### src/rtl/mem_arbiter_pkg.sv
// Shared definitions for the instruction/data SRAM arbiter: FSM states,
// SRAM address-space prefixes and address composition helpers.
package mem_arbiter_pkg;

  typedef enum logic [2:0] {
    IDLE = 3'd0,
    F_LO = 3'd1,
    F_HI = 3'd2,
    D_RD = 3'd3,
    D_WR = 3'd4,
    DONE = 3'd5
  } arb_state_t;

  localparam logic       FETCH_SPACE = 1'b0;
  localparam logic [1:0] DATA_SPACE  = 2'b10;

  // Instruction words occupy two consecutive 16-bit SRAM locations; hi selects the upper half.
  function automatic logic [17:0] fetch_addr(input logic [15:0] addr, input logic hi);
    return {FETCH_SPACE, addr, hi};
  endfunction

  function automatic logic [17:0] data_addr(input logic [15:0] addr);
    return {DATA_SPACE, addr};
  endfunction

endpackage

### src/rtl/mem_wait_timer.sv
// Beat-length timer: loads WAIT_STATES at the start of an SRAM beat and counts
// down; last_cycle flags the final cycle of the beat.
module mem_wait_timer #(
  parameter int WAIT_STATES = 1
) (
  input  logic clk,
  input  logic rst,
  input  logic load,
  output logic last_cycle
);

  localparam int CW = (WAIT_STATES < 1) ? 1 : $clog2(WAIT_STATES + 1);

  logic [CW-1:0] cnt;

  // NOTE: sequential state uses non-blocking assignments so every register samples pre-edge values.
  always_ff @(posedge clk or posedge rst) begin
    if (rst) begin
      cnt <= '0;
    end else if (load) begin
      cnt <= CW'(WAIT_STATES);
    end else if (cnt != '0) begin
      cnt <= cnt - CW'(1);
    end
  end

  assign last_cycle = (cnt == '0);

endmodule

### src/rtl/mem_arbiter.sv
// Shares one 16-bit SRAM between the cpu fetch port (two-beat 32-bit fetch)
// and its data port, with wait-stated beats and a one-cycle completion pulse.
module mem_arbiter
  import mem_arbiter_pkg::*;
#(
  parameter int WAIT_STATES = 1
) (
  input  logic        clk,
  input  logic        rst,
  input  logic [15:0] d_addr,
  input  logic [15:0] d_wdata,
  input  logic        d_rd,
  input  logic        d_wr,
  output logic [15:0] d_rdata,
  output logic        d_busy,
  output logic        d_ready,
  input  logic [15:0] f_addr,
  input  logic        f_req,
  output logic [31:0] f_instr,
  output logic        f_valid,
  output logic [17:0] m_addr,
  output logic [15:0] m_wdata,
  input  logic [15:0] m_rdata,
  output logic        m_cs,
  output logic        m_oe,
  output logic        m_we
);

  arb_state_t  state;
  logic [15:0] instr_lo;
  logic        last_cycle;
  logic        beat_start;

  // A new beat starts on acceptance in IDLE and when the low fetch beat hands over to the high one.
  assign beat_start = ((state == IDLE) && (d_rd || d_wr || f_req)) ||
                      ((state == F_LO) && last_cycle);

  assign d_busy = (d_rd | d_wr) & ~d_ready;

  mem_wait_timer #(
    .WAIT_STATES (WAIT_STATES)
  ) u_timer (
    .clk        (clk),
    .rst        (rst),
    .load       (beat_start),
    .last_cycle (last_cycle)
  );

  always_ff @(posedge clk or posedge rst) begin
    if (rst) begin
      state    <= IDLE;
      m_addr   <= '0;
      m_wdata  <= '0;
      m_cs     <= 1'b0;
      m_oe     <= 1'b0;
      m_we     <= 1'b0;
      d_ready  <= 1'b0;
      d_rdata  <= '0;
      f_valid  <= 1'b0;
      f_instr  <= '0;
      instr_lo <= '0;
    end else begin
      case (state)
        IDLE: begin
          // Data takes priority over fetch; a simultaneous read and write is treated as a write.
          if (d_wr) begin
            m_addr  <= data_addr(d_addr);
            m_wdata <= d_wdata;
            m_cs    <= 1'b1;
            m_we    <= 1'b1;
            state   <= D_WR;
          end else if (d_rd) begin
            m_addr <= data_addr(d_addr);
            m_cs   <= 1'b1;
            m_oe   <= 1'b1;
            state  <= D_RD;
          end else if (f_req) begin
            m_addr <= fetch_addr(f_addr, 1'b0);
            m_cs   <= 1'b1;
            m_oe   <= 1'b1;
            state  <= F_LO;
          end
        end
        F_LO: begin
          if (last_cycle) begin
            instr_lo <= m_rdata;
            m_addr   <= fetch_addr(m_addr[16:1], 1'b1);
            state    <= F_HI;
          end
        end
        F_HI: begin
          if (last_cycle) begin
            f_instr <= {m_rdata, instr_lo};
            f_valid <= 1'b1;
            m_cs    <= 1'b0;
            m_oe    <= 1'b0;
            state   <= DONE;
          end
        end
        D_RD: begin
          if (last_cycle) begin
            d_rdata <= m_rdata;
            d_ready <= 1'b1;
            m_cs    <= 1'b0;
            m_oe    <= 1'b0;
            state   <= DONE;
          end
        end
        D_WR: begin
          if (last_cycle) begin
            d_ready <= 1'b1;
            m_cs    <= 1'b0;
            m_we    <= 1'b0;
            state   <= DONE;
          end
        end
        DONE: begin
          // Requests are deliberately not sampled here so a still-held level cannot re-trigger.
          d_ready <= 1'b0;
          f_valid <= 1'b0;
          state   <= IDLE;
        end
        default: begin
          state <= IDLE;
        end
      endcase
    end
  end

endmodule
### config.mk
export PLATFORM = sky130hd
export DESIGN_NAME = mem_arbiter
export DESIGN_NICKNAME = d
export VERILOG_FILES = /design/src/rtl/mem_arbiter_pkg.sv /design/src/rtl/mem_wait_timer.sv /design/src/rtl/mem_arbiter.sv
export SDC_FILE = /design/constraint.sdc
export NUM_CORES = 1
export LEC_CHECK = 0
export CAP_MARGIN = 15
export CORE_UTILIZATION = 45
export CTS_CLUSTER_SIZE = 28
export DETAILED_ROUTE_END_ITERATION = 6
export MAX_ROUTING_LAYER = met4
export PLACE_DENSITY = 0.83
export SKIP_LAST_GASP = 1
export SLEW_MARGIN = 20
export SYNTH_ARGS = -nofsm -noshare
export SYNTH_HDL_FRONTEND = slang
export SYNTH_HIERARCHICAL = 1
export SYNTH_SLANG_ARGS = --single-unit
### constraint.sdc
create_clock -name clk -period 4.6 [get_ports clk]
set_input_delay 1.15 -clock clk [delete_from_list [all_inputs] [get_ports clk]]
set_output_delay 1.15 -clock clk [all_outputs]
set_load 0.02 [all_outputs]
==> flow_metrics.tcl, run 1 <==
set metrics [dict create \
    status "complete, no violations" \
    fill_cells 710 \
    hp-class "reg -> reg" \
    die_y_um 101 \
    async_reset_ff_frac 1.00 \
    avgViaCountPerCell 5.02 \
    setup_viol 0 \
    grt_pass1_vias 3078 \
    io_buffer_count 156 \
    gr-total-overflow 0 \
    grt_max_degree 75 \
    cap_violations 0 \
    cts_tree "yes" \
    syn_area_per_cell_um2 15.3 \
    synth_edf_count 0 \
    post_cts_resized 0 \
    path_clk_slew_ns 0.10 \
    setup_tns_ns 0 \
    synthFlopType "dfrtp_1" \
    grt_pass1_wl_um 15300 \
    die_area_mm2 0.0102 \
    place_area_mm2 0.00605 \
    most-common-layout-cells "clkdlybuf4s50_1 (156), dfrtp_1 (107), mux2_2 (86)" \
    drv_slew 0 \
    antenna_cells 0 \
    ys_seq_elements 107 \
    num_rows 35 \
    dpl.hpwl_um 6730 \
    ys_seq_area_frac 0.608 \
    final_area_mm2 0.00623 \
    clk_latency_ns 0.37 \
    syn_to_final_growth_pct 41.5 \
    cts_sinks 107 \
    tightest_slew_ns 0.988 \
    track_usage 0.203 \
    powerDensity_mw_per_mm2 714 \
    num_vias 2896 \
    synth_cells 288 \
    core-area_mm2 0.00937 \
    totalWireLength_um 9250 \
    drt_iter0_drc 90 \
    fp.dieW_um 101 \
    post-cts-setup-buffer-count 0 \
    crit_path_end_kind "output port" \
    critPathKind "in -> out" \
    fmax_mhz 274 \
    drtPass1Iterations 4 \
    finish.net_count 512 \
    synth_warnings 6 \
    start_util 0.470 \
    cp_data_arrival_time_ns 2.50 \
    period_needed_ns 3.65 \
    cts_buffer_depth 2 \
    antenna_found_initial 0 \
    finalCritPeriodShare 0.793 \
    timing.slew.headroom 0.341 \
    root_buffer "clkbuf_8" \
    drive_gt1_frac 0.279 \
    cp-start-kind "primary input" \
    skew_ns 0.0168 \
    synth_cell_types 36 \
    p_leak_nw 2.62 \
    vdd_drop_max_mv 0.346 \
    cp_data_required_time_ns 3.45 \
    finalHoldViolations 0 \
    htreeDepth 3 \
    cts_hold_buf 0 \
    place.gp.congestion 0.791 \
    final_common_cell "clkdlybuf4s50_1" \
    post_drt_wl_per_cell_um 16.0 \
    drc_errors 0 \
    cts_inserted_buffers 9 \
    ant_nets 0 \
    critPathMaxFanout 7 \
    syn-num-nets 357 \
    grt_setup_unrepaired "no" \
    io_pins 157 \
    synth.cell_area_mm2 0.00440 \
]
## registers in the layout, summed over array words and instances (netlist names)
register and count:
d_rdata 16, state 3, m_oe 1, d_ready 1, instr_lo 16, m_cs 1, f_instr 32, m_wdata 16
m_we 1, u_timer/cnt 1, m_addr 18, f_valid 1
## Yosys cell counts, types with 2 or more instances
cell type | number | share of area
nor2_1 | 5 | 0.0043
mux2_4 | 10 | 0.034
dfrtp_1 | 107 | 0.61
or2_2 | 2 | 0.0028
o21ai_0 | 7 | 0.0080
nand2_1 | 5 | 0.0043
mux2_2 | 86 | 0.22
inv_1 | 6 | 0.0051
clkbuf_1 | 2 | 0.0017
mux2_1 | 14 | 0.036
a31oi_1 | 3 | 0.0043
buf_4 | 4 | 0.0068
a21oi_1 | 5 | 0.0057
mux2i_1 | 2 | 0.0045
buf_2 | 5 | 0.0057
buf_6 | 5 | 0.013
## critical path, stage by stage
cell	delay (ns)
clkdlybuf4s50_1	0.56
nor2_1	0.09
nor2_1	0.09
clkdlybuf4s50_1	0.61
## where the power goes
part           total, W  switching (W)  internal, W
clock          0.000533       0.000317     0.000217
sequential      0.00170       0.000287      0.00141
combinational   0.00221       0.000995      0.00122
total           0.00445        0.00160      0.00285
## per-layer routing
metal / routed length (um) / share of wire / up-vias / global-route usage
li1: - / - / 1330 / -
met1: 3880 / 0.42 / 1458 / 0.247
met2: 4730 / 0.51 / 98 / 0.338
met3: 485 / 0.052 / 10 / 0.0465
met4: 150 / 0.016 / 0 / 0.0635
met5: 0 / 0 / - / -
## area by class of cell
cell class                 instances  area [um2]  area share
multi-input combinational        157        1580       0.254
timing repair buffer             161        1600       0.257
clock inverter                     6        46.3     0.00743
sequential                       107        2680       0.430
inverter                           7        28.8     0.00462
tap                              129         161      0.0259
clock buffer                      10         138      0.0221
## per-stage QoR
step	util	hold slack [ns]	power [W]	setup slack, ns	std cells
after floorplan	-	0.460	0.00294	0.661	288
after global placement	0.646	0.469	0.00389	0.952	561
after detailed placement	0.646	0.475	0.00396	0.955	561
after CTS	0.665	0.499	0.00450	0.955	577
after global routing	0.665	0.511	0.00471	0.873	577
final	0.665	0.495	0.00445	0.954	577
## worst paths after layout
path | cells after the start | endpoint | slack [ns] | from
setup / recovery | 4 | d_busy | 0.95 | d_wr
hold / removal | 1 | m_wdata[15]$_DFFE_PP0P_ | 0.50 | m_wdata[15]$_DFFE_PP0P_
setup reg to reg | 3 | m_addr[1]$_DFFE_PP0P_ | 2.16 | state[2]$_DFFE_PP0P_
hold reg to reg | 1 | m_wdata[15]$_DFFE_PP0P_ | 0.50 | m_wdata[15]$_DFFE_PP0P_
max in group asynchronous | 3 | state[2]$_DFFE_PP0P_ | 2.46 | rst
min in group asynchronous | 2 | u_timer/cnt$_DFF_PP0_ | 1.00 | rst
## kinds of logic after synthesis
group           Yosys count  synth area share
compound gates           21            0.0295
buf+inv                  24            0.0375
flops                   107             0.608
mux                     112             0.294
simple gates             24            0.0307
Note: power is estimated with default switching activity, not from simulation.
==> inputs of run 2 (changes only) <==
Settings changed: CORE_UTILIZATION 45 to 40, PLACE_DENSITY 0.83 to 0.78.
Clock period 4.6 ns to 3.25 ns, I/O delays scaled along.
==> run 2 against run 1 <==
  * Wire length is 0.25% lower
  * Register-to-register slack worse by 1.4 ns
  * Critical endpoint unchanged
  * Largest power group unchanged
  * First-iteration DRC count is 32% higher
  * Die area is 12% higher
==> flow_metrics.tcl, run 2 (same netlist as run 1, synthesis figures left out) <==
set metrics [dict create \
    fin_cells 583 \
    core-area_mm2 0.0105 \
    grt_pass1_wl_um 15100 \
    fp.dieW_um 107 \
    cts_tree "yes" \
    most-common-layout-cells "clkdlybuf4s50_1 (156), dfrtp_1 (107), mux2_2 (86)" \
    die_y_um 107 \
    setup_slack_ns 0.239 \
    timing.slew.headroom 0.383 \
    r2r_end "m_addr[4]$_DFFE_PP0P_" \
    antenna_cells 0 \
    num_vias 2855 \
    cp-start-kind "primary input" \
    cp_data_required_time_ns 2.44 \
    cts_hold_buf 0 \
    avgViaCountPerCell 4.90 \
    largest_reg_flops 32 \
    ff2ff_setup_slack_ns 0.75 \
    vdd_drop_max_mv 0.433 \
    setup_viol 0 \
    syn_to_final_growth_pct 41.4 \
    crit_path_end_kind "output port" \
    finish.net_count 512 \
    die_area_mm2 0.0114 \
    cts_inserted_buffers 9 \
    clk_latency_ns 0.36 \
    final_common_cell "clkdlybuf4s50_1" \
    post-cts-setup-buffer-count 0 \
    critPathKind "in -> out" \
    cts_sinks 107 \
    start_util 0.419 \
    dpl_worst_slack_ns 0.245 \
    cts_buffer_depth 2 \
    hp-class "reg -> reg" \
    finalHoldViolations 0 \
    tightest_slew_ns 0.925 \
    dpl.hpwl_um 6600 \
    critPathMaxFanout 7 \
    regArea_mm2 0.00268 \
    status "complete, no violations" \
    drc_errors 0 \
    grt_setup_unrepaired "no" \
    path_clk_slew_ns 0.08 \
    min_to "m_wdata[3]$_DFFE_PP0P_" \
    num_rows 37 \
    power.total_w 0.00625 \
    drive_gt1_frac 0.275 \
    cp_data_arrival_time_ns 2.20 \
    period_needed_ns 3.01 \
    worstRegToRegCells 3 \
    holdPathStages 1 \
    drtPass1Iterations 4 \
    drv_slew 0 \
    drt_iter0_drc 119 \
    fill_cells 846 \
    ant_nets 0 \
    skew_ns 0.0174 \
    place.gp.congestion 0.728 \
    fmax_mhz 332 \
    grt_pass1_vias 2983 \
    reg_top3 "f_instr: 32 flops, m_addr: 18 flops" \
    finalCritPeriodShare 0.927 \
    root_buffer "clkbuf_8" \
    post_drt_wl_per_cell_um 15.8 \
    p_leak_nw 2.61 \
    multi_input_area_mm2 0.00158 \
    totalWireLength_um 9230 \
    post_cts_resized 0 \
    powerDensity_mw_per_mm2 1000 \
    setup_tns_ns 0 \
    gr-total-overflow 0 \
    dp_cells 568 \
    track_usage 0.175 \
    io_pins 157 \
    cap_violations 0 \
    worstReg2RegStart "state[2]$_DFFE_PP0P_" \
    htreeDepth 3 \
    regMostFlops "f_instr" \
    min_from "m_wdata[3]$_DFFE_PP0P_" \
    antenna_found_initial 0 \
    io_buffer_count 156 \
    grt_max_degree 60 \
]
run 2: cell types whose count changed in the layout (fill, tap and decap cells not counted), sizes merged:
| cell | delta |
|---|---|
| clkbuf | +1 |
| inv | -3 |
| clkinv | +1 |
run 2: power breakdown:
part | switching [W] | total, W | internal (W)
Combinational | 0.00140 | 0.00313 | 0.00172
Sequential | 0.000399 | 0.00240 | 0.00200
Clock | 0.000424 | 0.000720 | 0.000297
run 2: per-stage QoR:
stage	util	hold WS, ns	cell area (um2)
floorplan	-	0.460	4410
global placement	0.577	0.469	6060
detailed placement	0.577	0.476	6060
CTS	0.593	0.499	6230
global route	0.593	0.514	6230
finish	0.593	0.493	6230
run 2: area by class of cell:
type,instances,area share
Clock inverter,4,0.00442
Inverter,7,0.00482
Tap cell,136,0.0273
Sequential cell,107,0.430
Timing Repair Buffer,161,0.257
Clock buffer,11,0.0227
Multi-Input combinational cell,157,0.254
run 2: worst max-delay path: stages:
cell and delay, ns:
clkdlybuf4s50_1 0.59, nor2_1 0.10, nor2_1 0.09, clkdlybuf4s50_1 0.61
run 2: worst max-delay path by stage:
stage	slack (ns)	to	start	depth (start not counted)
floorplan	1.16	d_rdata[0]$_DFFE_PP0P_	rst	1
finish	0.24	d_busy	d_wr	4
CTS	0.24	d_busy	d_wr	4
global placement	0.27	d_busy	d_wr	4
detailed placement	0.24	d_busy	d_wr	4
global route	0.18	d_busy	d_wr	4
run 2: per-layer routing:
layer	share of wire	wire length (um)	GRT usage
met5	0	0	-
met4	0.011	102	0.0558
met3	0.049	453	0.0353
met2	0.51	4710	0.286
met1	0.43	3960	0.220
==> inputs of run 3 (changes only) <==
Settings changed: TNS_END_PERCENT set to 30.
==> results of run 3 <==
The final DEF is identical to that of run 2; final timing and power are the same.
